[src/rtl/hazard_ctrl.sv]
// Pipeline hazard controller: per-stage hold/clear controls, multi-cycle stall FSM and stall watchdog.
// Optional performance counters are built only when HAZARD_PERF_EN is defined.
module hazard_ctrl #(
    parameter int unsigned TIMEOUT = 255
) (
    input  logic        clk,
    input  logic        rst,
    input  logic [4:0]  rs1_ID,
    input  logic [4:0]  rs2_ID,
    input  logic        rs1_used_ID,
    input  logic        rs2_used_ID,
    input  logic [4:0]  rd_EX,
    input  logic        load_EX,
    input  logic        br_taken_EX,
    input  logic        jal_ID,
    input  logic        dcache_miss,
    input  logic        dcache_done,
    input  logic        div_start_EX,
    input  logic        div_done,
    output logic        bubbleF,
    output logic        bubbleD,
    output logic        bubbleE,
    output logic        bubbleM,
    output logic        bubbleW,
    output logic        flushF,
    output logic        flushD,
    output logic        flushE,
    output logic        flushM,
    output logic        flushW,
    output logic        stall_err,
    output logic [31:0] perf_stall_cnt,
    output logic [31:0] perf_flush_cnt
);

    localparam int unsigned CNT_W  = 8;
    localparam int unsigned REG_W  = 5;
    localparam int unsigned PERF_W = 32;
    localparam logic [CNT_W-1:0] CNT_MAX = '1;

    typedef enum logic [1:0] {
        ST_RUN  = 2'd0,
        ST_MISS = 2'd1,
        ST_DIV  = 2'd2
    } state_e;

    state_e           state_q, state_d;
    logic [CNT_W-1:0] stall_cnt_q, stall_cnt_d;
    logic             stall_err_q, stall_err_d;

    logic miss_stall;
    logic div_stall;
    logic load_use;
    logic any_stall;

    // A done pulse always ends the miss stall, even in the cycle the miss is first seen.
    always_comb begin
        miss_stall = 1'b0;
        div_stall  = 1'b0;
        load_use   = 1'b0;
        if (state_q == ST_MISS) begin
            miss_stall = !dcache_done;
        end else begin
            miss_stall = dcache_miss && !dcache_done;
        end
        div_stall = (((state_q == ST_RUN) && div_start_EX && !dcache_miss) ||
                     (state_q == ST_DIV)) && !div_done;
        load_use  = load_EX && (rd_EX != REG_W'(0)) &&
                    ((rs1_used_ID && (rs1_ID == rd_EX)) ||
                     (rs2_used_ID && (rs2_ID == rd_EX)));
        any_stall = miss_stall || div_stall;
    end

    // Next-state logic; a miss seen while dividing is serviced without leaving DIV.
    always_comb begin
        state_d = state_q;
        if (rst) begin
            state_d = ST_RUN;
        end else begin
            unique case (state_q)
                ST_RUN: begin
                    if (dcache_miss && !dcache_done) begin
                        state_d = ST_MISS;
                    end else if (div_start_EX && !dcache_miss && !div_done) begin
                        state_d = ST_DIV;
                    end
                end
                ST_MISS: begin
                    if (dcache_done) begin
                        state_d = ST_RUN;
                    end
                end
                ST_DIV: begin
                    if (div_done) begin
                        state_d = ST_RUN;
                    end
                end
                default: state_d = ST_RUN;
            endcase
        end
    end

    // Watchdog: consecutive stall cycles, saturating; error is sticky until reset.
    always_comb begin
        stall_cnt_d = '0;
        stall_err_d = stall_err_q;
        if (rst) begin
            stall_cnt_d = '0;
            stall_err_d = 1'b0;
        end else if (any_stall) begin
            if (stall_cnt_q == CNT_W'(TIMEOUT)) begin
                stall_err_d = 1'b1;
            end
            stall_cnt_d = (stall_cnt_q == CNT_MAX) ? stall_cnt_q : stall_cnt_q + CNT_W'(1);
        end
    end

    always_ff @(posedge clk) begin
        state_q     <= state_d;
        stall_cnt_q <= stall_cnt_d;
        stall_err_q <= stall_err_d;
    end

    assign stall_err = stall_err_q;

    // Stage controls in priority order: reset, miss, divide, branch, load-use, jal.
    always_comb begin
        bubbleF = 1'b0;
        bubbleD = 1'b0;
        bubbleE = 1'b0;
        bubbleM = 1'b0;
        bubbleW = 1'b0;
        flushF  = 1'b0;
        flushD  = 1'b0;
        flushE  = 1'b0;
        flushM  = 1'b0;
        flushW  = 1'b0;
        if (rst) begin
            flushF = 1'b1;
            flushD = 1'b1;
            flushE = 1'b1;
            flushM = 1'b1;
            flushW = 1'b1;
        end else if (miss_stall) begin
            bubbleF = 1'b1;
            bubbleD = 1'b1;
            bubbleE = 1'b1;
            bubbleM = 1'b1;
            flushW  = 1'b1;
        end else if (div_stall) begin
            bubbleF = 1'b1;
            bubbleD = 1'b1;
            bubbleE = 1'b1;
            flushM  = 1'b1;
        end else if (br_taken_EX) begin
            flushD = 1'b1;
            flushE = 1'b1;
        end else if (load_use) begin
            bubbleF = 1'b1;
            bubbleD = 1'b1;
            flushE  = 1'b1;
        end else if (jal_ID) begin
            flushD = 1'b1;
        end
    end

`ifdef HAZARD_PERF_EN
    logic [PERF_W-1:0] perf_stall_q, perf_stall_d;
    logic [PERF_W-1:0] perf_flush_q, perf_flush_d;
    logic              redirect;

    // Flushes caused by reset or load-use are not redirects and are not counted.
    always_comb begin
        redirect     = !rst && !any_stall && (br_taken_EX || (!load_use && jal_ID));
        perf_stall_d = perf_stall_q;
        perf_flush_d = perf_flush_q;
        if (rst) begin
            perf_stall_d = '0;
            perf_flush_d = '0;
        end else begin
            if (bubbleF) begin
                perf_stall_d = perf_stall_q + PERF_W'(1);
            end
            if (redirect) begin
                perf_flush_d = perf_flush_q + PERF_W'(1);
            end
        end
    end

    always_ff @(posedge clk) begin
        perf_stall_q <= perf_stall_d;
        perf_flush_q <= perf_flush_d;
    end

    assign perf_stall_cnt = perf_stall_q;
    assign perf_flush_cnt = perf_flush_q;
`else
    assign perf_stall_cnt = 32'h0;
    assign perf_flush_cnt = 32'h0;
`endif

endmodule

[config.mk]
export PLATFORM = sky130hd
export DESIGN_NAME = hazard_ctrl
export DESIGN_NICKNAME = d
export VERILOG_FILES = /design/src/rtl/hazard_ctrl.sv
export SDC_FILE = /design/constraint.sdc
export NUM_CORES = 1
export LEC_CHECK = 0
export BUFFER_PORTS_ARGS = -buffer_cell sky130_fd_sc_hd__buf_2
export CAP_MARGIN = 40
export CORE_MARGIN = 5
export CORE_UTILIZATION = 23
export CTS_BUF_LIST = sky130_fd_sc_hd__clkbuf_8 sky130_fd_sc_hd__clkbuf_16
export DETAILED_ROUTE_END_ITERATION = 10
export SETUP_SLACK_MARGIN = 0.15
export SYNTH_ARGS = -nofsm -noshare
export SYNTH_HDL_FRONTEND = slang
export SYNTH_SLANG_ARGS = --single-unit
[constraint.sdc]
create_clock -name clk -period 1.4 [get_ports clk]
set_clock_uncertainty 0.2 [all_clocks]
set_input_delay 0.07 -clock clk [delete_from_list [all_inputs] [get_ports clk]]
set_output_delay 0.07 -clock clk [all_outputs]
set_load 0.03 [all_outputs]
==> results.ini <==
[outcome]
result_of_the_run = finished, violations left
failing_checks = negative setup slack

[clocking]
cts_root_buffer = clkbuf_8
clock_tree.htree_level_count = 1
clk_path_buf_depth = 2
clock-sinks = 11
clkSlewWorstSetupHoldPaths_ns = 0.05
cts_made_buffers = 3
clock_latency_ns = 0.25
cts_tree = yes

[logic_synthesis]
syn-cell-area_mm2 = 0.001210
yosys-top-cells-area = buf_4 (42%), dfxtp_1 (18%), xor2_1 (7.2%)
synth_top_family_by_area = buffers and inverters
ys_seq_area_frac = 0.1820
dominantRegCellSynth = dfxtp_1
synth-compound-area-share = 0.08893
synth_fa_ha_area_frac = 0.01034
synth.ff_latch_count = 11
post_synth_inst_count = 157
yosysWarningCount = 0
synth-xor-area-share = 0.08687
synth_simple_gate_area_share = 0.1686
count_of_flip_flops_with_a_built_in_enable_after_synthesis = 0
share_of_yosys_cell_area_claimed_by_the_top_area_cell_type = 0.4157
mean_area_per_synthesized_cell_um2 = 7.706
yosysUniqueCellTypes = 36
postSynth.asyncResetShare = 0
synth.mux.area_fraction = 0.02482
yosysTopAreaCell = buf_4

[finish]
num-nets-final = 240
multi_input_area_um2 = 820.8
seqCellArea_um2 = 227.7
n_antenna_cell = 0
layout_commonest_cell = conb_1
fill_cells = 551
most-common-layout-cells = conb_1 (65), buf_2 (27), buf_4 (16)
drive_above_1_share = 0.3774
areaGrowthSynthToFinish_pct = 32.37
layout.cells.non_filler = 282

[power]
leakagePower_uw = 0.0007564
peakVddDrop_uv = 243.4
powerDensity_mw_per_mm2 = 726.8

[timing]
hold_viol = 0
report.final.setup_viol = 16
grt_setup_unrepaired = yes
totalNegativeSetupSlack_ns = -3.469
maxClockFrequency_mhz = 582.3
timing_max_transition_violations_final = 0
layout_worst_path_cycle_share = 1.227
finalWorstSetupSlack_ns = -0.3173
final_period_minus_worst_setup_slack_ns = 1.717
hold-worst-slack_ns = 0.1227

[global_routing]
grt_overflow_total = 0
global_route.usage.total = 0.07059
pin_count_of_the_biggest_net_entering_global_routing = 8
grt_antenna_before_repair = 0
vias_in_the_first_global_route = 912
wire_length_of_the_first_global_routing_pass_um = 3574

[placement]
port_buffers = 35
detailedPlacementHpwl_um = 2170
place.gp.congestion = 0.7539
placed_cells = 271

[worst_setup_path]
path_class = register to primary output
critical_path_maximum_fanout = 4
required_ns = 1.13
cpPeakStageDelay_ns = 0.32
crit_chain = nand2b_4, a21o_4, a21o_4, buf_6, clkinvlp_4, buf_6
crit_path_top_delay_cell = dfxtp_2
timing.critical_path.arrival_ns = 1.45
timing.critical_path.to_type = primary output
setup.worst_path.start_class = register

[detailed_routing]
routed_wl_um = 2534
initialDrtViolationCount = 30
antenna_left = 0
post_detailed_route_wirelength_per_cell_um = 8.986
routed_via_density = 3.560
drt_pass1_iterations = 3
drt_drc_violations_left = 0
routed-via-count = 1004

[floorplan]
die_area_mm2 = 0.006811
ios = 101
rows = 26
floorplan.die.width_um = 82.53
initial_core_util = 0.2369
fp.coreArea_mm2 = 0.005107
die-height_um = 82.53

[worst_hold_path]
hp-class = primary input to register

[run]
max-cap-violations = 0

[worst paths after layout]
| check | startpoint | slack [ns] | end | cells past startpoint |
|---|---|---|---|---|
| setup / recovery | state_q[1] | -0.32 | bubbleE | 6 |
| hold / removal | div_done | 0.12 | state_q[1] | 6 |
| setup reg to reg | state_q[1] | -0.27 | stall_cnt_q[2] | 7 |
| hold reg to reg | stall_err | 0.26 | stall_err | 2 |
[synth_stat cells, types with 2 or more instances]
library cell	number
nand3_1	3
mux2i_1	3
o21ai_1	2
buf_4	67
dfxtp_1	11
inv_1	4
a21o_1	2
nor4_1	3
o31ai_1	2
xnor2_1	2
nand2_1	5
xor2_1	10
nor2_1	16
nand2b_1	3
nor3_1	3
[registers in the layout, indices dropped and copies added (netlist names)]
| register | cells |
|---|---|
| state_q | 2 |
| stall_err | 1 |
| stall_cnt_q | 8 |
[cells by family after synthesis]
| kind of cell | Yosys count |
|---|---|
| buffers and inverters | 73 |
| and+or+nand+nor | 41 |
| AOI/OAI and AO/OA | 15 |
| xor gates and xnor gates | 12 |
| DFF | 11 |
| muxes | 3 |
| adders and majority gates | 1 |
| other | 1 |
[layout make-up]
| type | instances | share of cell area |
|---|---|---|
| Tap cell | 70 | 0.05469 |
| Multi-Input combinational cell | 137 | 0.5125 |
| Inverter | 4 | 0.01172 |
| Clock inverter | 1 | 0.003125 |
| Clock buffer | 3 | 0.02578 |
| Timing Repair Buffer | 56 | 0.2500 |
| Sequential cell | 11 | 0.1422 |
[per-stage QoR]
stage	cell area (um^2)	setup WS, ns	power, uW	util
5_1_grt	1602	-0.3572	1222	0.3136
2_1_floorplan	1534	-0.1544	830.1	-
6_report	1602	-0.3173	1164	0.3136
3_5_place_dp	1380	-0.2628	776.8	0.2702
3_3_place_gp	1380	-0.2575	774.6	0.2702
4_1_cts	1570	-0.3582	1163	0.3074
[worst max-delay path: cells and delay by family (launching register included)]
family                 cells  cell delay, ns
buffers and inverters      3            0.29
flip-flops                 1            0.32
AO/OA/AOI/OAI              2            0.45
AND/OR/NAND/NOR            1            0.14
[routing by layer]
layer  GRT usage  share of wire
met1     0.06598           0.33
met5           0              0
met4     0.05882          0.031
met3     0.01952           0.13
met2      0.1266           0.51
[power by group]
part | internal [uW] | switching [uW]
combinational | 140 | 367
sequential | 319 | 5.74
clock | 197 | 135
total | 656 | 508
[what timing repair did]
action,4_1_cts,5_1_grt
pin swaps,6,4
gates resized for setup,25,5
hold endpoints to repair,3,0
hold buffers,3,0
setup buffers,3,1
setup endpoints to repair,17,17
Note: power is estimated with default switching activity, not from simulation.
